### src/rtl/if_fetch.sv
// Instruction-fetch stage: owns the PC, issues word fetches over req/gnt/rvalid,
// and buffers returned instructions in a small in-order queue feeding if_id.
module if_fetch #(
    parameter logic [31:0] RESET_PC = 32'h8000_0000,
    parameter int          DEPTH    = 2,
    parameter logic [31:0] NOP_INST = 32'h0000_0013
) (
    input  logic        clk,
    input  logic        rst,
    input  logic        jump_en_i,
    input  logic [31:0] jump_addr_i,
    input  logic        hold_i,
    output logic        imem_req_o,
    output logic [31:0] imem_addr_o,
    input  logic        imem_gnt_i,
    input  logic        imem_rvalid_i,
    input  logic [31:0] imem_rdata_i,
    output logic [31:0] inst_o,
    output logic [31:0] inst_addr_o,
    output logic        inst_valid_o
);

    localparam int AW = (DEPTH > 1) ? $clog2(DEPTH) : 1;
    localparam int CW = $clog2(DEPTH) + 1;
    // One extra bit so a redirect during an earlier discard cannot overflow.
    localparam int DW = CW + 1;
    localparam logic [CW-1:0] DEPTH_C  = CW'(DEPTH);
    localparam logic [31:0]   ALIGN_M  = 32'hFFFF_FFFC;

    logic [31:0]      pc_r;
    logic [DEPTH-1:0] valid_r;
    logic [DEPTH-1:0] filled_r;
    logic [31:0]      addr_r [DEPTH];
    logic [31:0]      inst_r [DEPTH];
    logic [AW-1:0]    head_r;
    logic [AW-1:0]    tail_r;
    logic [AW-1:0]    fill_r;
    logic [CW-1:0]    count_r;
    logic [CW-1:0]    pend_r;
    logic [DW-1:0]    discard_r;

    logic head_ready_s;
    logic pop_s;
    logic alloc_s;
    logic fill_s;
    logic drop_s;

    // Request, consume, fill decisions and the combinational head view.
    always_comb begin
        head_ready_s = valid_r[head_r] && filled_r[head_r];
        pop_s        = 1'b0;
        alloc_s      = 1'b0;
        fill_s       = 1'b0;
        drop_s       = 1'b0;
        imem_req_o   = 1'b0;
        imem_addr_o  = pc_r & ALIGN_M;
        inst_valid_o = 1'b0;
        inst_o       = NOP_INST;
        inst_addr_o  = 32'h0000_0000;
        if (rst) begin
            imem_req_o   = 1'b0;
            inst_valid_o = 1'b0;
        end else begin
            if (head_ready_s) begin
                inst_valid_o = 1'b1;
                inst_o       = inst_r[head_r];
                inst_addr_o  = addr_r[head_r];
            end else begin
                inst_valid_o = 1'b0;
            end
            pop_s      = head_ready_s && !hold_i && !jump_en_i;
            // Net occupancy: a pop this cycle frees room for a same-cycle grant.
            imem_req_o = !jump_en_i && ((count_r < DEPTH_C) || pop_s);
            alloc_s    = imem_req_o && imem_gnt_i;
            fill_s     = imem_rvalid_i && (discard_r == {DW{1'b0}}) &&
                         (pend_r != {CW{1'b0}}) && !jump_en_i;
            drop_s     = imem_rvalid_i && (discard_r != {DW{1'b0}});
        end
    end

    // PC, queue state and discard bookkeeping.
    always_ff @(posedge clk) begin
        if (rst) begin
            pc_r      <= RESET_PC & ALIGN_M;
            valid_r   <= {DEPTH{1'b0}};
            filled_r  <= {DEPTH{1'b0}};
            head_r    <= {AW{1'b0}};
            tail_r    <= {AW{1'b0}};
            fill_r    <= {AW{1'b0}};
            count_r   <= {CW{1'b0}};
            pend_r    <= {CW{1'b0}};
            discard_r <= {DW{1'b0}};
            for (int i = 0; i < DEPTH; i++) begin
                addr_r[i] <= 32'h0000_0000;
                inst_r[i] <= 32'h0000_0000;
            end
        end else if (jump_en_i) begin
            pc_r      <= jump_addr_i & ALIGN_M;
            valid_r   <= {DEPTH{1'b0}};
            filled_r  <= {DEPTH{1'b0}};
            head_r    <= {AW{1'b0}};
            tail_r    <= {AW{1'b0}};
            fill_r    <= {AW{1'b0}};
            count_r   <= {CW{1'b0}};
            pend_r    <= {CW{1'b0}};
            // Every response still owed (older discards plus unfilled grants),
            // less the one arriving right now.
            discard_r <= discard_r + DW'(pend_r) - DW'(imem_rvalid_i);
        end else begin
            if (pop_s) begin
                valid_r[head_r]  <= 1'b0;
                filled_r[head_r] <= 1'b0;
                head_r           <= head_r + AW'(1);
            end
            // Written after the pop so a full-and-pop reuse of the slot keeps it valid.
            if (alloc_s) begin
                valid_r[tail_r]  <= 1'b1;
                filled_r[tail_r] <= 1'b0;
                addr_r[tail_r]   <= pc_r;
                tail_r           <= tail_r + AW'(1);
                pc_r             <= pc_r + 32'd4;
            end
            if (fill_s) begin
                filled_r[fill_r] <= 1'b1;
                inst_r[fill_r]   <= imem_rdata_i;
                fill_r           <= fill_r + AW'(1);
            end
            if (drop_s) begin
                discard_r <= discard_r - DW'(1);
            end
            count_r <= count_r + CW'(alloc_s) - CW'(pop_s);
            pend_r  <= pend_r + CW'(alloc_s) - CW'(fill_s);
        end
    end

endmodule

### config.mk
export PLATFORM = sky130hd
export DESIGN_NAME = if_fetch
export DESIGN_NICKNAME = d
export VERILOG_FILES = /design/src/rtl/if_fetch.sv
export SDC_FILE = /design/constraint.sdc
export NUM_CORES = 1
export LEC_CHECK = 0
export ABC_CLOCK_PERIOD_IN_PS = 3900
export BUFFER_PORTS_ARGS = -buffer_cell sky130_fd_sc_hd__clkbuf_2
export CORE_MARGIN = 2
export CORE_UTILIZATION = 62
export CTS_BUF_LIST = sky130_fd_sc_hd__clkbuf_4
export DETAILED_ROUTE_END_ITERATION = 6
export PLACE_DENSITY = 0.86
export SYNTH_ARGS = -nofsm -noshare
export SYNTH_HDL_FRONTEND = slang
export SYNTH_SLANG_ARGS = --single-unit
### constraint.sdc
create_clock -name clk -period 3.9 [get_ports clk]
set_clock_uncertainty 0.1 [all_clocks]
set_input_delay 0.39 -clock clk [delete_from_list [all_inputs] [get_ports clk]]
set_output_delay 0.39 -clock clk [all_outputs]
set_load 0.02 [all_outputs]
== Yosys cells after proc, flatten, opt, wreduce, memory -nomap -nowiden ==
Memories as Yosys holds them, arrays and structs flattened. A register that Yosys moved wholly into a read port is not among the register bits.
Index checks and enable logic that the tools add are counted.

* Bits in registers: 46
* Bits in read-only memories: 0
* RAM bits: 128
* Bits of input ports: 70
* Bits in latches: 0
* Memories kept: 2
* Output and inout port bits: 98

* Bitwise gates (word level): 7
* Reductions and logical operators: 23
* Mux-type cells: 56
* Div/mod/pow operators: 0
* Multiply operators: 0
* Shift operators: 0
* Order comparisons: 7
* $add $sub $neg: 11
* Equal/unequal tests: 0

{| class="wikitable"
|+ Memories
! name !! words !! bits a word !! rd ports !! clocked after memory_dff !! write ports !! RTL line !! source
|-
| addr_r || 2 || 32 || 1 || 1 || 2 || 33 || <nowiki>logic [31:0] addr_r [DEPTH];</nowiki>
|-
| inst_r || 2 || 32 || 1 || 1 || 2 || 34 || <nowiki>logic [31:0] inst_r [DEPTH];</nowiki>
|}

{| class="wikitable"
|+ Operators by type and width
! operator !! number
|-
| $mux W32 || 8
|-
| $reduce_or A32 Y1 || 2
|-
| $add A32 B3 Y32 const B || 1
|-
| $mux W1 || 32
|-
| $mux W2 || 11
|-
| $logic_and A1 B1 Y1 || 12
|-
| $and A2 B2 Y2 || 3
|-
| $lt A1 B2 Y1 const B || 3
|-
| $mux W3 || 2
|-
| $reduce_bool A2 Y1 || 3
|-
| $add A2 B1 Y2 || 2
|-
| $not A2 Y2 || 2
|-
| $or A2 B2 Y2 || 2
|-
| $sub A2 B1 Y2 || 2
|-
| $add A1 B1 Y1 const B || 3
|-
| $add A3 B2 Y3 || 1
|-
| $demux W1 S1 || 3
|-
| $ge A1 B1 Y1 const B || 3
|-
| $logic_not A3 Y1 || 1
|-
| $reduce_bool A3 Y1 || 1
|-
| $sub A3 B1 Y3 || 1
|-
| $sub A3 B1 Y3 const B || 1
|-
| $logic_not A1 Y1 || 2
|-
| $lt A2 B2 Y1 const B || 1
|-
| other kinds (2) || 2
|}

== Longest topological paths before layout ==
* Depth in word-level cells: 15
* Depth in mapped cells: 11
* Mapped depth without buffers: 10

== Worst setup path before layout ==
OpenSTA, ideal clock, no wires.

* Path type: input to register
* Start point: input port imem_gnt_i
* End point: memory addr_r[1][10] (enable)
* Data required time: 3.427 ns
* Data arrival time: 1.997 ns
* Stages on the path: 5
* Setup time: 0.373 ns
* Setup slack: 1.429 ns
* Path buffers: 2
* Cell sequence: buf_4 -> or3b_1 -> a311oi_1 -> clkbuf_1 -> or2_2

{| class="wikitable"
|+ RTL lines
! what !! RTL line !! source
|-
| start, declared || 15 || <nowiki>input logic imem_gnt_i,</nowiki>
|-
| end, declared || 33 ||
|}

== Worst setup path after layout ==
* Start point: input port rst
* End point: output port inst_o[1]

* Word-level cells in the longest chain between the ends: 1

{| class="wikitable"
|+ Ends and longest elaborated chain
! what !! RTL line !! source
|-
| start, declared || 9 || <nowiki>input logic rst,</nowiki>
|-
| $mux W32 || 60 || <nowiki>if (rst) begin</nowiki>
|-
| end, declared || 18 || <nowiki>output logic [31:0] inst_o,</nowiki>
|}

No other way between the ends.

==> out/qor.json <==
{
  "status": "complete, no violations",
  "reg2reg_depth": 9,
  "hold_depth": 2,
  "class_of_the_most_critical_hold_timing_path": "in -> reg",
  "synth_edf_count": 124,
  "via_count_of_the_first_global_routing_pass": 6675,
  "timing_worst_setup_path_type": "in -> out",
  "synth_largest_area_cell": "edfxtp_1",
  "synth_area_leaders": "edfxtp_1, dfxtp_1, mux2i_1",
  "timing.rr.start": "head_r",
  "vias_per_cell": 6.04,
  "vdd.ir_drop.worst_mv": 0.222,
  "clock_latency_ns": 0.56,
  "relSlewSlack_pct": 27.3,
  "detail_route.wl_per_cell_um": 18.8,
  "postSynthAreaPerCell_um2": 11.2,
  "cts_buffers": 17,
  "cp-start-kind": "input port",
  "p_leak_nw": 3.94,
  "core_um2": 13200,
  "fmax_mhz": 356,
  "arrival_ns": 2.32,
  "timing.final.setup_violations": 0,
  "period_share_pct": 72.0,
  "initial_antenna_violation_count": 1,
  "p_per_area_nw_per_um2": 344,
  "place.port_buffers": 161,
  "finalWeightedCongestion": 0.892,
  "clock_sinks": 169,
  "detailedRoute.firstIterationViolations": 688,
  "final_nets": 1021,
  "cts_tree": "yes",
  "pin_count_of_the_biggest_net_entering_global_routing": 63,
  "htree_levels": 4,
  "timing.hold.ws_ns": 0.0461,
  "cts.path.max_buffers": 2,
  "gr-usage-all-layers_pct": 29.7,
  "rsz0062_at_grt": "no",
  "die_width_um": 120,
  "synth.distinct_cells": 69,
  "critPathRequiredTime_ns": 3.41,
  "synthesis.yosys.warnings": 0,
  "worst-slew-pin-transition_ns": 1.09,
  "ctsRootBufferMaster": "clkbuf_4",
  "synthesis.instances": 749,
  "grt_overflow_total": 0,
  "detailedRoute.firstPassIterationCount": 5,
  "ios": 168,
  "vias_post_dr": 6821,
  "timing.setup.tns_ns": 0,
  "initial_core_util_pct": 63.5,
  "timing.critical_path.from": "rst",
  "min-delay-start": "imem_rdata_i[30]",
  "synth_largest_type_area_fraction_pct": 44.5,
  "critical_path_peak_fanout": 60,
  "ys_seq_elements": 169,
  "grt_first_pass_wirelength_um": 33200,
  "floorplan.rows": 42,
  "die_h_um": 120,
  "syn-cell-area_um2": 8370,
  "async_reset_ff_share_pct": 0,
  "synth-seq-area-share_pct": 55.2,
  "layout-drive-gt1-share_pct": 23.2,
  "route.antenna.remaining_nets": 0,
  "critPathCaptureType": "primary output",
  "synth_top_flop_cell": "edfxtp_1",
  "fin_cells": 1129,
  "post_cts.resized_instances": 0,
  "final_max_slew_viol_count": 0,
  "drt_wl_total_um": 21200,
  "syn2layout_area_growth_pct": 20.6,
  "finalHoldViolCount": 0,
  "placed_instances": 1041,
  "die_area_um2": 14400,
  "cts_post_setup_buffers_inserted": 0,
  "max_cap_viol_count": 0,
  "drc": 0,
  "dp_wirelength_um": 12900,
  "clkSlewWorstSetupHoldPaths_ns": 0.13,
  "layout_min_cycle_time_ns": 2.81
}
-- logic make-up (layout without fill, tap and decap cells) --
| family | count (synthesis) | count (layout) | synth area share [%] |
|---|---|---|---|
| XOR/XNOR | 11 | 11 | 1.15 |
| adder cells (fa/ha/maj) | 11 | 11 | 1.73 |
| other | 1 | 5 | 0.0448 |
| AO/OA/AOI/OAI | 83 | 83 | 7.94 |
| multiplexers | 62 | 62 | 7.41 |
| flip-flops | 169 | 169 | 55.2 |
| AND/OR/NAND/NOR | 336 | 336 | 22.5 |
| buffers and inverters | 76 | 276 | 3.95 |
-- per-stage QoR --
stage / util [%] / area [um2] / total power, W / worst slack, ns
3_3_place_gp: 70.0 / 9230 / 0.00237 / 1.24
5_1_grt: 76.5 / 10100 / 0.00357 / 0.941
6_report: 76.5 / 10100 / 0.00348 / 1.09
3_5_place_dp: 70.0 / 9230 / 0.00239 / 1.18
4_1_cts: 76.5 / 10100 / 0.00347 / 1.07
2_1_floorplan: - / 8380 / 0.00227 / 1.43
-- layout make-up --
| type | count | area, um2 |
|---|---|---|
| well taps | 176 | 220 |
| inverters | 19 | 71.3 |
| clock inverters | 14 | 173 |
| fillers | 853 | 3100 |
| repair buffers | 226 | 1430 |
| multi-input cells | 507 | 3440 |
| diodes | 1 | 2.50 |
| flip-flops and latches | 169 | 4630 |
| clock buffers | 17 | 128 |
-- sequential cells by signal, summed over array words and instances (netlist names), named ones only --
signal	cells
tail_r	1
pend_r	2
filled_r	2
discard_r	3
head_r	1
inst_r	64
fill_r	1
addr_r	60
valid_r	2
count_r	2
pc_r	30
-- layer usage --
metal | up-vias | GRT usage, % | part of all wire (%)
met4 | 0 | 15.7 | 4.2
met1 | 3216 | 38.0 | 39
li1 | 3118 | - | -
met3 | 90 | 6.84 | 8.6
met5 | - | 0 | 0
met2 | 397 | 47.3 | 48
-- cells in the final DEF, fill, tap and decap left out, types with 3 or more instances in the layout --
cell,count
a2111oi_1,3
a211oi_1,4
a21oi_1,8
a311oi_1,18
a31oi_1,5
and2_1,97
and3_1,36
and4_1,6
buf_4,9
bufinv_16,3
clkbuf_2,161
clkbuf_4,17
clkinvlp_4,4
conb_1,4
dfxtp_1,44
dlygate4sd3_1,56
edfxtp_1,124
ha_1,10
inv_1,18
inv_6,3
mux2i_1,62
nand2_1,25
nand3_1,12
nand4_1,8
nor2_1,98
nor2b_1,4
nor3_1,4
nor4_1,3
o211ai_1,5
o21ai_0,7
o31ai_1,11
or2_2,5
or3_1,8
or4_1,12
xnor2_1,9
-- what timing repair did --
item / in CTS / in global routing
hold buffers: 56 / 0
endpoints found under the hold margin: 67 / 0
endpoints found under the setup margin: 0 / 0
-- path summary, 6_finish.rpt --
kind	to	slack, ns
worst max-delay path	inst_o[1]	1.09
worst min-delay path	inst_r[0][30]	0.05
worst max register to register	pend_r[1]	1.28
worst min register to register	discard_r[2]	0.45
-- worst max-delay path: stages --
cell           delay [ns]
dlygate4sd3_1        0.52
clkbuf_2             0.22
nand2b_2             0.16
buf_4                0.53
inv_1                0.20
nand2_1              0.11
clkbuf_2             0.17
-- power breakdown --
| group | internal, W | switching, W |
|---|---|---|
| combinational | 0.000143 | 0.000191 |
| clock | 0.000445 | 0.000620 |
| sequential | 0.00200 | 0.0000722 |
| total | 0.00259 | 0.000884 |
-- synthesized netlist by cell type, types with 2 or more instances --
master	number
o31a_1	2
clkbuf_1	37
mux2i_1	62
and3_1	36
xor2_1	2
edfxtp_1	124
nor3_1	4
a311oi_1	19
o211ai_1	5
nand2b_1	3
o311a_1	2
a31oi_1	5
a2111oi_1	3
ha_1	10
dfxtp_1	45
inv_1	18
nor4_1	3
nand3_1	12
nor2b_1	4
o21ai_0	7
or4_1	12
or2_2	5
o31ai_1	11
buf_4	6
o311ai_2	2
or3_1	8
o311ai_0	2
xnor2_1	9
buf_6	2
buf_1	6
and2_1	97
nor2_1	98
a21oi_1	8
a211oi_1	4
nand4_1	8
nand2_1	25
and4_1	6
buf_2	6
No activity file was read; power rests on OpenSTA's default activity.
